File: config.mk
export PLATFORM = sky130hd
export DESIGN_NAME = led_axil_slave
export DESIGN_NICKNAME = d
export VERILOG_FILES = /design/src/rtl/led_axil_pkg.sv /design/src/rtl/led_pwm_engine.sv /design/src/rtl/led_axil_slave.sv
export SDC_FILE = /design/constraint.sdc
export NUM_CORES = 1
export LEC_CHECK = 0
export ABC_AREA = 1
export BUFFER_PORTS_ARGS = -buffer_cell sky130_fd_sc_hd__buf_2
export CORE_MARGIN = 2
export CORE_UTILIZATION = 40
export DETAILED_ROUTE_END_ITERATION = 16
export MAX_ROUTING_LAYER = met4
export PLACE_DENSITY = 0.62
export SLEW_MARGIN = 20
export SYNTH_ARGS = -nofsm -noshare
export SYNTH_HDL_FRONTEND = slang
export SYNTH_SLANG_ARGS = --single-unit
export TNS_END_PERCENT = 100
File: constraint.sdc
create_clock -name S_AXI_ACLK -period 1.6 [get_ports S_AXI_ACLK]
set_input_delay 0.24 -clock S_AXI_ACLK [delete_from_list [all_inputs] [get_ports S_AXI_ACLK]]
set_output_delay 0.24 -clock S_AXI_ACLK [all_outputs]
set_load 0.02 [all_outputs]
File: src/rtl/led_axil_pkg.sv
// Shared constants for the LED AXI4-Lite block: register offsets, LED mode codes, response codes.
package led_axil_pkg;

   // Register select, i.e. byte address bits [3:2]
   localparam logic [1:0] ADDR_MODE     = 2'd0;
   localparam logic [1:0] ADDR_PRESCALE = 2'd1;
   localparam logic [1:0] ADDR_DUTY     = 2'd2;
   localparam logic [1:0] ADDR_INVERT   = 2'd3;

   localparam logic [1:0] MODE_OFF   = 2'b00;
   localparam logic [1:0] MODE_ON    = 2'b01;
   localparam logic [1:0] MODE_BLINK = 2'b10;
   localparam logic [1:0] MODE_PWM   = 2'b11;

   localparam logic [1:0] RESP_OKAY = 2'b00;

endpackage

File: src/rtl/led_pwm_engine.sv
// LED drive engine: prescaler tick, 8-bit phase counter and per-LED off/on/blink/pwm
// selection with a registered, polarity-adjusted output.
module led_pwm_engine
   import led_axil_pkg::*;
#(
   parameter int N_LEDS = 8
) (
   input  logic              clk,
   input  logic              rst_n,
   input  logic [31:0]       mode,
   input  logic [31:0]       prescale,
   input  logic [31:0]       duty,
   input  logic [31:0]       invert,
   input  logic              prescale_clr,
   output logic [N_LEDS-1:0] led
);

   logic [31:0]       presc_cnt;
   logic [7:0]        phase;
   logic              tick;
   logic [N_LEDS-1:0] raw;
   logic              unused_bits;

   // Only the low DUTY byte, 2*N_LEDS MODE bits and N_LEDS INVERT bits steer the LEDs
   assign unused_bits = ^{mode, duty[31:8], invert};

   assign tick = (presc_cnt == prescale);

   always_ff @(posedge clk) begin
      if (!rst_n) begin
         presc_cnt <= '0;
         phase     <= '0;
      end else begin
         if (prescale_clr || tick) begin
            presc_cnt <= '0;
         end else begin
            presc_cnt <= presc_cnt + 32'd1;
         end
         if (tick) begin
            phase <= phase + 8'd1;
         end
      end
   end

   always_comb begin
      raw = '0;
      for (int i = 0; i < N_LEDS; i++) begin
         case (mode[2*i +: 2])
            MODE_OFF:   raw[i] = 1'b0;
            MODE_ON:    raw[i] = 1'b1;
            MODE_BLINK: raw[i] = phase[7];
            MODE_PWM:   raw[i] = (phase < duty[7:0]);
            default:    raw[i] = 1'b0;
         endcase
      end
   end

   always_ff @(posedge clk) begin
      if (!rst_n) begin
         led <= '0;
      end else begin
         led <= raw ^ invert[N_LEDS-1:0];
      end
   end

endmodule

File: src/rtl/led_axil_slave.sv
// AXI4-Lite responder holding the four LED control registers; drives the LED pins through
// led_pwm_engine.
module led_axil_slave
   import led_axil_pkg::*;
#(
   parameter int C_S_AXI_DATA_WIDTH = 32,
   parameter int C_S_AXI_ADDR_WIDTH = 4,
   parameter int N_LEDS             = 8
) (
   input  logic                            S_AXI_ACLK,
   input  logic                            S_AXI_ARESETN,
   input  logic [C_S_AXI_ADDR_WIDTH-1:0]   S_AXI_AWADDR,
   input  logic [2:0]                      S_AXI_AWPROT,
   input  logic                            S_AXI_AWVALID,
   output logic                            S_AXI_AWREADY,
   input  logic [C_S_AXI_DATA_WIDTH-1:0]   S_AXI_WDATA,
   input  logic [C_S_AXI_DATA_WIDTH/8-1:0] S_AXI_WSTRB,
   input  logic                            S_AXI_WVALID,
   output logic                            S_AXI_WREADY,
   output logic [1:0]                      S_AXI_BRESP,
   output logic                            S_AXI_BVALID,
   input  logic                            S_AXI_BREADY,
   input  logic [C_S_AXI_ADDR_WIDTH-1:0]   S_AXI_ARADDR,
   input  logic [2:0]                      S_AXI_ARPROT,
   input  logic                            S_AXI_ARVALID,
   output logic                            S_AXI_ARREADY,
   output logic [C_S_AXI_DATA_WIDTH-1:0]   S_AXI_RDATA,
   output logic [1:0]                      S_AXI_RRESP,
   output logic                            S_AXI_RVALID,
   input  logic                            S_AXI_RREADY,
   output logic [N_LEDS-1:0]               led_o
);

   localparam int STRB_W = C_S_AXI_DATA_WIDTH / 8;

   logic                          aw_ready;
   logic                          w_ready;
   logic                          b_valid;
   logic                          ar_ready;
   logic                          r_valid;
   logic [C_S_AXI_DATA_WIDTH-1:0] r_data;
   logic [C_S_AXI_DATA_WIDTH-1:0] reg_mode;
   logic [C_S_AXI_DATA_WIDTH-1:0] reg_prescale;
   logic [C_S_AXI_DATA_WIDTH-1:0] reg_duty;
   logic [C_S_AXI_DATA_WIDTH-1:0] reg_invert;
   logic [C_S_AXI_DATA_WIDTH-1:0] rd_word;
   logic                          wr_fire;
   logic                          rd_fire;
   logic [1:0]                    wr_sel;
   logic [1:0]                    rd_sel;
   logic                          prescale_clr;
   logic                          unused_in;

   assign unused_in = ^{S_AXI_AWPROT, S_AXI_ARPROT, S_AXI_AWADDR[1:0], S_AXI_ARADDR[1:0]};

   function automatic logic [C_S_AXI_DATA_WIDTH-1:0] merge_strb(
      input logic [C_S_AXI_DATA_WIDTH-1:0] cur,
      input logic [C_S_AXI_DATA_WIDTH-1:0] data,
      input logic [STRB_W-1:0]             strb
   );
      logic [C_S_AXI_DATA_WIDTH-1:0] res;
      res = cur;
      for (int b = 0; b < STRB_W; b++) begin
         if (strb[b]) res[8*b +: 8] = data[8*b +: 8];
      end
      return res;
   endfunction

   // The address and data phases complete together on the edge that closes the READY pulse
   assign wr_fire      = aw_ready && S_AXI_AWVALID && w_ready && S_AXI_WVALID;
   assign rd_fire      = ar_ready && S_AXI_ARVALID;
   assign wr_sel       = S_AXI_AWADDR[3:2];
   assign rd_sel       = S_AXI_ARADDR[3:2];
   assign prescale_clr = wr_fire && (wr_sel == ADDR_PRESCALE);

   always_ff @(posedge S_AXI_ACLK) begin
      if (!S_AXI_ARESETN) begin
         aw_ready <= 1'b0;
         w_ready  <= 1'b0;
         b_valid  <= 1'b0;
      end else begin
         if (S_AXI_AWVALID && S_AXI_WVALID && !b_valid && !aw_ready) begin
            aw_ready <= 1'b1;
            w_ready  <= 1'b1;
         end else begin
            aw_ready <= 1'b0;
            w_ready  <= 1'b0;
         end
         if (wr_fire) begin
            b_valid <= 1'b1;
         end else if (S_AXI_BREADY) begin
            b_valid <= 1'b0;
         end
      end
   end

   always_ff @(posedge S_AXI_ACLK) begin
      if (!S_AXI_ARESETN) begin
         reg_mode     <= '0;
         reg_prescale <= '0;
         reg_duty     <= '0;
         reg_invert   <= '0;
      end else if (wr_fire) begin
         case (wr_sel)
            ADDR_MODE:     reg_mode     <= merge_strb(reg_mode, S_AXI_WDATA, S_AXI_WSTRB);
            ADDR_PRESCALE: reg_prescale <= merge_strb(reg_prescale, S_AXI_WDATA, S_AXI_WSTRB);
            ADDR_DUTY:     reg_duty     <= merge_strb(reg_duty, S_AXI_WDATA, S_AXI_WSTRB);
            ADDR_INVERT:   reg_invert   <= merge_strb(reg_invert, S_AXI_WDATA, S_AXI_WSTRB);
            default:       ;
         endcase
      end
   end

   always_comb begin
      rd_word = reg_mode;
      case (rd_sel)
         ADDR_MODE:     rd_word = reg_mode;
         ADDR_PRESCALE: rd_word = reg_prescale;
         ADDR_DUTY:     rd_word = reg_duty;
         ADDR_INVERT:   rd_word = reg_invert;
         default:       rd_word = reg_mode;
      endcase
   end

   // A same-edge write is not yet visible here, so a colliding read returns the old word
   always_ff @(posedge S_AXI_ACLK) begin
      if (!S_AXI_ARESETN) begin
         ar_ready <= 1'b0;
         r_valid  <= 1'b0;
         r_data   <= '0;
      end else begin
         ar_ready <= S_AXI_ARVALID && !r_valid && !ar_ready;
         if (rd_fire) begin
            r_data  <= rd_word;
            r_valid <= 1'b1;
         end else if (S_AXI_RREADY) begin
            r_valid <= 1'b0;
         end
      end
   end

   assign S_AXI_AWREADY = aw_ready;
   assign S_AXI_WREADY  = w_ready;
   assign S_AXI_BVALID  = b_valid;
   assign S_AXI_BRESP   = RESP_OKAY;
   assign S_AXI_ARREADY = ar_ready;
   assign S_AXI_RVALID  = r_valid;
   assign S_AXI_RDATA   = r_data;
   assign S_AXI_RRESP   = RESP_OKAY;

   led_pwm_engine #(
      .N_LEDS(N_LEDS)
   ) u_engine (
      .clk          (S_AXI_ACLK),
      .rst_n        (S_AXI_ARESETN),
      .mode         (reg_mode),
      .prescale     (reg_prescale),
      .duty         (reg_duty),
      .invert       (reg_invert),
      .prescale_clr (prescale_clr),
      .led          (led_o)
   );

endmodule
# Word level (Yosys, flattened, before mapping)
# Index checks and enable logic that the tools add are counted.
# Widths: inputs -> output; s select.
classes:
  add_sub_neg: 2
  n_mul: 0
  n_div: 0
  n_lt_le_gt_ge: 1
  n_eq_ne: 31
  shifts: 0
  muxes: 14
  n_bitwise: 2
  n_reduce_logical: 44
ops:
  columns: ["op", "n"]
  rows:
  - ["$pmux 32 s4", 1]
  - ["$reduce_and 3->1", 16]
  - ["$eq 2x2->1 const B", 20]
  - ["$add 32x1->32 const B", 1]
  - ["$eq 32x32->1", 1]
  - ["$pmux 1 s4", 8]
  - ["$eq 2x1->1 const B", 10]
  - ["$logic_not 2->1", 10]
  - ["$logic_and 1x1->1", 10]
  - ["$add 8x1->8 const B", 1]
  - ["$lt 8x8->1", 1]
  - ["$xor 8x8->8", 1]
  - ["$mux 1", 5]
  - ["$logic_not 1->1", 4]
  - ["$reduce_bool 2->1", 2]
  - ["$reduce_or 2->1", 1]
  - ["$logic_or 1x1->1", 1]
  - ["$not 1->1", 1]
totals:
  reg_bits: 212
  latch_bits: 0
  mem_bits_rw: 0
  rom_bits: 0
  inputBits: 57
  out_inout_bits: 49
  memories: 0

# Longest topological paths before layout
# Gate-level depths: netlist (run 1).
logic_depth:
  depth_word: 6
  mapped_depth: 12

# By module
# Synthesis (run 1) repeated with hierarchy kept, for this count alone.
hier_totals:
  cells_unflattened: 1485
  area_unflattened_um2: 10272.4
modules_own_cells:
  columns: ["module", "n_inst", "cells_per_inst", "area_per_inst_um2"]
  rows:
  - ["led_axil_slave", 1, 944, 6955.4]
  - ["led_pwm_engine", 1, 541, 3316.9]

# Worst setup path after synthesis (run 1)
# No wires, ideal clock.
synth_path:
  path_kind: "register to register"
  from: "reg w_ready, in the netlist S_AXI_WREADY"
  to: "reg reg_mode[15]"
  arrival_time_ns: 1.481
  slack_ns: -0.001
  stages_incl_launch_ff: 8
  n_path_buf: 0
  cell_sequence: "dfxtp_1 -> nand3_1 -> inv_1 -> nand2_1 -> nor2_1 -> clkinv_1 -> o21ai_0 -> a21oi_1"
synth_between:
  elab_chain_len: 4
synth_rtl:
  columns: ["element", "line", "text"]
  rows:
  - ["from (decl)", "led_axil_slave.sv:37", "logic w_ready;"]
  - ["from (signal assigned)", "led_axil_slave.sv:79", "w_ready <= 1'b0;"]
  - ["from (signal assigned)", "led_axil_slave.sv:84", "w_ready <= 1'b1;"]
  - ["from (signal assigned)", "led_axil_slave.sv:87", "w_ready <= 1'b0;"]
  - ["$logic_and 1x1->1", null, null]
  - ["$logic_and 1x1->1 * (2 in series)", "led_axil_slave.sv:70", "assign wr_fire = aw_ready && S_AXI_AWVALID && w_ready && S_AXI_WVALID;"]
  - ["$reduce_and 3->1 (no source line) *", null, null]
  - ["to (signal assigned)", "led_axil_slave.sv:105", "ADDR_MODE: reg_mode <= merge_strb(reg_mode, S_AXI_WDATA, S_AXI_WSTRB);"]
  - ["to (decl)", "led_axil_slave.sv:42", "logic [C_S_AXI_DATA_WIDTH-1:0] reg_mode;"]
# Every way passes the cells marked *; elsewhere a longest branch is shown, timed or not.
# A chain may end at the register's enable or synchronous reset.

# Worst setup path in the final report (run 1)
layout_path:
  from: "reg u_engine.presc_cnt[15]"
  to: "reg u_engine.presc_cnt[0]"
layout_between:
  elab_chain_len: 3
layout_rtl:
  columns: ["element", "line", "text"]
  rows:
  - ["from (decl)", "led_pwm_engine.sv:18", "logic [31:0] presc_cnt;"]
  - ["from (signal assigned)", "led_pwm_engine.sv:37", "presc_cnt <= presc_cnt + 32'd1;"]
  - ["$eq 32x32->1", "led_pwm_engine.sv:27", "assign tick = (presc_cnt == prescale);"]
  - ["$logic_or 1x1->1", "led_pwm_engine.sv:34", "if (prescale_clr || tick) begin"]
  - ["$reduce_or 2->1 (no source line)", null, null]
# Every way passes these cells.

==> results of run 1 <==
-- flip-flops by register name (all words and copies together), names as in the netlist --
signal / flops
S_AXI_RVALID: 1
u_engine.led: 8
reg_duty: 32
S_AXI_WREADY: 1
u_engine.presc_cnt: 32
S_AXI_ARREADY: 1
S_AXI_BVALID: 1
u_engine.phase: 8
reg_mode: 32
reg_prescale: 32
S_AXI_RDATA: 32
reg_invert: 32
-- per-layer routing --
layer  GRT usage, %  routed length, um  vias to the layer above
li1               -                  -                     4821
met1           33.6              14100                     4420
met2           35.4              12700                      282
met3           3.24               1630                       44
met4           6.48                629                        0
met5              -                  0                        -
-- through the flow --
step                area [sq um]  hold WS [ns]  worst slack (ns)  std cells
detailed placement         11300         0.429           -0.0207       1852
global route               12700        0.0160            -0.125       1909
floorplan                   9550         0.358            0.0637       1359
CTS                        12200      0.000959          -0.00301       1904
finish                     12700       0.00639           -0.0467       1909
global placement           11300         0.425           0.00277       1852
-- timing repair --
action,4_1_cts,5_1_grt
cloned,0,2
hold buffers,9,0
setup endpoints to repair,42,85
gates resized for setup,7,107
pin swaps,0,16
buffers inserted,0,2
hold endpoints to repair,11,0
-- cells by family (layout without fill, tap and decap cells) --
| family | after synthesis | count (layout) | synth area share [%] |
|---|---|---|---|
| adders and majority gates | 9 | 9 | 1.18 |
| buffers and inverters | 164 | 394 | 6.82 |
| xor gates and xnor gates | 51 | 51 | 4.68 |
| and+or+nand+nor | 623 | 623 | 25.8 |
| other | 1 | 5 | 0.0393 |
| AOI/OAI and AO/OA | 296 | 296 | 16.9 |
| DFF | 212 | 212 | 44.5 |
-- worst paths after layout --
| check | from | endpoint | slack [ns] | cells past startpoint |
|---|---|---|---|---|
| hold / removal | S_AXI_WDATA[18] | reg_invert[18] | 0.006 | 3 |
| setup reg to reg | u_engine.presc_cnt[15] | u_engine.presc_cnt[0] | -0.05 | 10 |
| hold reg to reg | S_AXI_BVALID | S_AXI_WREADY | 0.45 | 1 |
| setup / recovery | u_engine.presc_cnt[15] | u_engine.presc_cnt[0] | -0.05 | 10 |
-- power groups by stage --
stage	clock network [W]	registers (W)	logic (W)
2_1_floorplan	0	0.00557	0.000422
3_3_place_gp	0	0.00552	0.000918
3_5_place_dp	0	0.00552	0.000925
4_1_cts	0.00561	0.00541	0.000954
5_1_grt	0.00585	0.00541	0.00119
6_report	0.00556	0.00541	0.00109
-- area by class of cell --
type / count / area, sq um / share of cell area [%]
Antenna cell: 1 / 2.50 / 0.0197
Sequential cell: 212 / 4270 / 33.5
Clock buffer: 33 / 686 / 5.39
Timing Repair Buffer: 241 / 1800 / 14.1
Multi-Input combinational cell: 983 / 5040 / 39.6
Clock inverter: 10 / 106 / 0.836
Inverter: 110 / 427 / 3.35
Tap cell: 319 / 399 / 3.14
-- cells in the mapped netlist --
| cell | number |
|---|---|
| nor2_1 | 325 |
| nand2_1 | 233 |
| dfxtp_1 | 212 |
| o21ai_0 | 160 |
| inv_1 | 106 |
| a21oi_1 | 97 |
| clkbuf_1 | 40 |
| xnor2_1 | 30 |
| nand3_1 | 27 |
| xor2_1 | 21 |
| a221oi_1 | 20 |
| nor3_1 | 17 |
| a41oi_1 | 10 |
| ha_1 | 9 |
| buf_4 | 8 |
| nand4_1 | 8 |
| a21o_1 | 5 |
| buf_2 | 3 |
| clkinv_1 | 3 |
| nand3b_1 | 3 |
| nor2_2 | 3 |
| buf_1 | 2 |
| nand2_2 | 2 |
| nand3_2 | 2 |
| o211ai_1 | 2 |
| o21bai_1 | 2 |
| clkbuf_2 | 1 |
| conb_1 | 1 |
| inv_2 | 1 |
| nor2_4 | 1 |
| nor3_2 | 1 |
| nor4_1 | 1 |
-- tightest hold or removal path: cells and delay by family --
family | cells | cell delay [ns]
buffers and inverters | 1 | 0.12
AND/OR/NAND/NOR | 2 | 0.13
==> reports/summary.txt, run 1 <==
outcome - finished with violations
failing checks - negative setup slack
Total Wirelength - 29,100 um
Tmin final - 1.65 ns
Worst Tran Pin Value - 0.590 ns
CP top delay family - simple AND/OR/NAND/NOR gates
Critical Path RT - 2.00 ns
Tot GR Track Use - 23.7%
port buffer count - 91
Synth area leaders - dfxtp_1 (44%), nor2_1 (13%), nand2_1 (9.2%)
DIE WIDTH - 158 um
share of the synthesized area in the top cell type - 44.5%
maxcap violations - 0
Core ar. - 23,500 sq um
CTS tree - built
DRC - 0
worst skew pair latency - 0.52 ns
commonest non-fill, non-tap cells in the layout - nor2_1 (304), nand2_1 (222), dfxtp_1 (198), o21ai_0 (160), buf_4 (124)
Worst slew margin - 60.6%
post-route setup slack - -0.0467 ns
Reg clk slew, reported paths - 0.06 ns
switching pwr - 0.00297 W
drt wl/cell - 15.2 um
total CTS buffers - 24
GP Congestion - 0.977
CTS root buf - clkbuf_16
total design power - 0.0121 W
initial antenna violation count - 1
Critical Path, Cell by Cell - buf_6, xnor2_2, nand2_1, nor2_1, nand2_1, nor2_2, nand2_2, nand3_4, clkbuf_16, nor2_1
die area - 25,100 sq um
Seq pwr share - 44.8%
Area Overhead vs Synth - 33.4%
Final HPWL DP - 21,000 um
layout cells sized above 1 - 23.3%
grt ovf - 0
synthesized flop and latch total - 212
largest net degree at the start of global routing - 43
vias in the first global route - 8,939
Clock Power Share - 46.1%
row cnt - 56
most common cell after layout, fill and taps aside - nor2_1
Pre-Repair DR Iteration Count - 5
Chip Height - 158 um
Sw Share - 24.6%
CTS H-tree lvls - 1
DR vias - 9,567
worst vdd rail ir drop - 0.891 mV
Post-Syn Instances - 1,356
Worst setup EP type - flop
filler cell count - 2,235
Yosys warnings - 0
critical path's largest stage delay - 0.37 ns
Int Pwr - 0.00909 W
slowest cell on the critical path - dfxtp_4
Final Setup Violations - 30
Gate power share - 9.1%
Final #Nets - 1,638
CTS Sinks - 212
RSZ-0062 raised after global routing - true
I/O Pins - 106
PD cells - 948 nW/um^2
Clock Skews - 0.0208 ns
period utilization - 103%
data arrival time of the worst path - 2.04 ns
Crit path buffers/inverters - 2
first-pass GRT wire length - 46,100 um
register area share after synthesis - 44.5%
Antenna Violating Nets Remaining - 0
TNS Setup - -0.617 ns
f_max - 0.607 GHz
synthesized area - 9540 sq um
Distinct cells, synth - 32
Pleak - 5.55 nW
Pins Over Slew Limit - 0
effective utilization at floorplan - 40.6%
Worst Path Max Fanout - 5
Syn Area/Cell - 7.04 sq um
Critical Path Start Type - flop
Setup CP Type - flop to flop
Yosys top cell by area - dfxtp_1
Hold Path Class - input pin to flop
final hold vios - 0
vias per cell - 5.01
Finished Core Util - 54.2%
Clock Path Buffers - 3
Iter 0 DRT Violations - 685
(Power assumes the default switching activity.)
==> run 2, diff against run 1 <==
--- a/config.mk
+++ b/config.mk
@@ -8,10 +8,10 @@
 export ABC_AREA = 1
 export BUFFER_PORTS_ARGS = -buffer_cell sky130_fd_sc_hd__buf_2
 export CORE_MARGIN = 2
-export CORE_UTILIZATION = 40
+export CORE_UTILIZATION = 62
 export DETAILED_ROUTE_END_ITERATION = 16
 export MAX_ROUTING_LAYER = met4
-export PLACE_DENSITY = 0.62
+export PLACE_DENSITY = 0.88
 export SLEW_MARGIN = 20
 export SYNTH_ARGS = -nofsm -noshare
 export SYNTH_HDL_FRONTEND = slang
==> constraint.sdc (replaced) <==
create_clock -name S_AXI_ACLK -period 2.1 [get_ports S_AXI_ACLK]
set_input_delay 0.315 -clock S_AXI_ACLK [delete_from_list [all_inputs] [get_ports S_AXI_ACLK]]
set_output_delay 0.315 -clock S_AXI_ACLK [all_outputs]
set_load 0.005 [all_outputs]
==> run 2 against run 1 <==
Compared with the run above:
- the run now ends clean
- sequential share of layout area up 5.1 points
- sequential power down 24%
- highest routed layer unchanged
- die area down 35%
- wire length down 7.2%
- critical path depth down 1
- clock-buffer cell count unchanged
==> reports/summary.txt, run 2 (same netlist as run 1, synthesis figures left out) <==
outcome - completed (was finished with violations)
layout cells sized above 1 - 11.4% (was 23.3%)
Post-CTS Hold Buffers - 0 (was 9)
period utilization - 88.6% (was 103%)
Area Overhead vs Synth - 15.3% (was 33.4%)
Reg clk slew, reported paths - 0.06 ns (about the same)
row cnt - 45 (was 56)
drt wl/cell - 16.3 um (was 15.2 um)
port buffer count - 91 (unchanged)
Core ar. - 15,100 sq um (was 23,500 sq um)
Chip Height - 128 um (was 158 um)
TNS Setup - 0 ns (was -0.617 ns)
most common cell after layout, fill and taps aside - nor2_1 (unchanged)
vias per cell - 5.76 (was 5.01)
RSZ-0062 raised after global routing - false (was true)
Final #Nets - 1,520 (was 1,638)
Worst setup EP type - flop (unchanged)
total CTS buffers - 21 (was 24)
commonest non-fill, non-tap cells in the layout - nor2_1 (324), nand2_1 (233), dfxtp_1 (212), o21ai_0 (160), inv_1 (106) (was nor2_1 (304), nand2_1 (222), dfxtp_1 (198), o21ai_0 (160), buf_4 (124))
vias in the first global route - 8,777 (was 8,939)
DR vias - 9,539 (was 9,567)
Clock Path Buffers - 3 (unchanged)
effective utilization at floorplan - 63.0% (was 40.6%)
Clock Skews - 0.0125 ns (was 0.0208 ns)
Pins Over Slew Limit - 0 (unchanged)
PD cells - 772 nW/um^2 (was 948 nW/um^2)
ant diodes - 0 (was 1)
first-pass GRT wire length - 44,200 um (was 46,100 um)
Tmin final - 1.86 ns (was 1.65 ns)
Pleak - 4.83 nW (was 5.55 nW)
Final Setup Violations - 0 (was 30)
cts repair resizes - 0 (was 7)
DRC - 0 (unchanged)
Worst Tran Pin Value - 0.527 ns (was 0.590 ns)
I/O Pins - 106 (unchanged)
die area - 16,400 sq um (was 25,100 sq um)
Critical Path Start Type - flop (unchanged)
maxcap violations - 0 (unchanged)
Critical Path RT - 2.48 ns (was 2.00 ns)
Final HPWL DP - 19,100 um (was 21,000 um)
initial antenna violation count - 0 (was 1)
Worst slew margin - 64.9% (was 60.6%)
worst vdd rail ir drop - 0.631 mV (was 0.891 mV)
Setup CP Type - flop to flop (unchanged)
Total Wirelength - 27,000 um (was 29,100 um)
CTS root buf - clkbuf_16 (unchanged)
total setup buffers inserted after CTS - 0 (unchanged)
grt ovf - 0 (unchanged)
CTS tree - built (unchanged)
GP Congestion - 0.983 (was 0.977)
Hold Path Class - input pin to flop (unchanged)
final hold vios - 0 (unchanged)
CTS H-tree lvls - 1 (unchanged)
CTS Sinks - 212 (unchanged)
worst skew pair latency - 0.50 ns (was 0.52 ns)
f_max - 0.538 GHz (was 0.607 GHz)
Tot GR Track Use - 34.0% (was 23.7%)
Pre-Repair DR Iteration Count - 6 (was 5)
Finished Core Util - 72.6% (was 54.2%)
Iter 0 DRT Violations - 988 (was 685)
Antenna Violating Nets Remaining - 0 (unchanged)
DIE WIDTH - 128 um (was 158 um)
largest net degree at the start of global routing - 81 (was 43)
Worst Path Max Fanout - 8 (was 5)
data arrival time of the worst path - 2.24 ns (was 2.04 ns)
filler cell count - 1,136 (was 2,235)
==> run 2: cell types whose count changed in the layout (fill, tap and decap cells not counted), moves of 9 or more <==
cell and delta:
buf_4 -91, nor2_1 +20, nor2_2 -16, dfxtp_1 +14, dfxtp_2 -12, nand2_1 +11, dlygate4sd3_1 -9, inv_2 -9
xnor2_1 +9
==> run 2: final cells by class <==
cell class	count	area, sq um	share of cell area [%]
Clock buffer	33	621	5.64
Sequential cell	212	4240	38.6
Multi-Input combinational cell	983	4660	42.4
Inverter	110	413	3.75
Tap cell	188	235	2.14
Clock inverter	4	70.1	0.637
Timing Repair Buffer	126	758	6.89
==> run 2: final timing paths <==
kind | start | end | slack, ns | cells after the start
worst max register to register | u_engine.phase[5] | u_engine.led[5] | 0.24 | 9
worst min register to register | S_AXI_ARREADY | S_AXI_ARREADY | 0.44 | 1
worst max-delay path | u_engine.phase[5] | u_engine.led[5] | 0.24 | 9
worst min-delay path | S_AXI_ARVALID | S_AXI_ARREADY | 0.06 | 3
==> run 2: where the power goes <==
part | total (W) | switching (W) | internal, W
registers | 0.00413 | 0.0000464 | 0.00408
logic | 0.000582 | 0.000389 | 0.000193
clock network | 0.00378 | 0.00152 | 0.00227
total | 0.00849 | 0.00195 | 0.00654
==> run 2: per-stage QoR <==
step | total power, W | area (sq um) | setup WS (ns) | std cells | hold slack [ns]
2_1_floorplan | 0.00452 | 9550 | 0.636 | 1359 | 0.430
3_3_place_gp | 0.00477 | 10300 | 0.346 | 1619 | 0.425
3_5_place_dp | 0.00478 | 10300 | 0.292 | 1619 | 0.426
4_1_cts | 0.00849 | 11000 | 0.232 | 1656 | 0.0630
5_1_grt | 0.00873 | 11000 | 0.0632 | 1656 | 0.0768
6_report | 0.00849 | 11000 | 0.240 | 1656 | 0.0643
==> run 2: metal layers <==
layer / vias up / GRT usage (%) / wire [um]
met4: 0 / 8.27 / 563
met5: - / - / 0
met3: 66 / 4.51 / 2540
met2: 497 / 53.6 / 12300
met1: 4392 / 46.8 / 11600
li1: 4584 / - / -
==> run 2: worst max-delay path: stages, from the launching register on <==
cell	delay (ns)
dfxtp_1	0.42
ha_1	0.28
a21oi_1	0.14
nor2_1	0.05
nor3_1	0.14
nand2_1	0.29
nand2_1	0.17
nand3_1	0.11
nand2_1	0.10
nor2_1	0.05
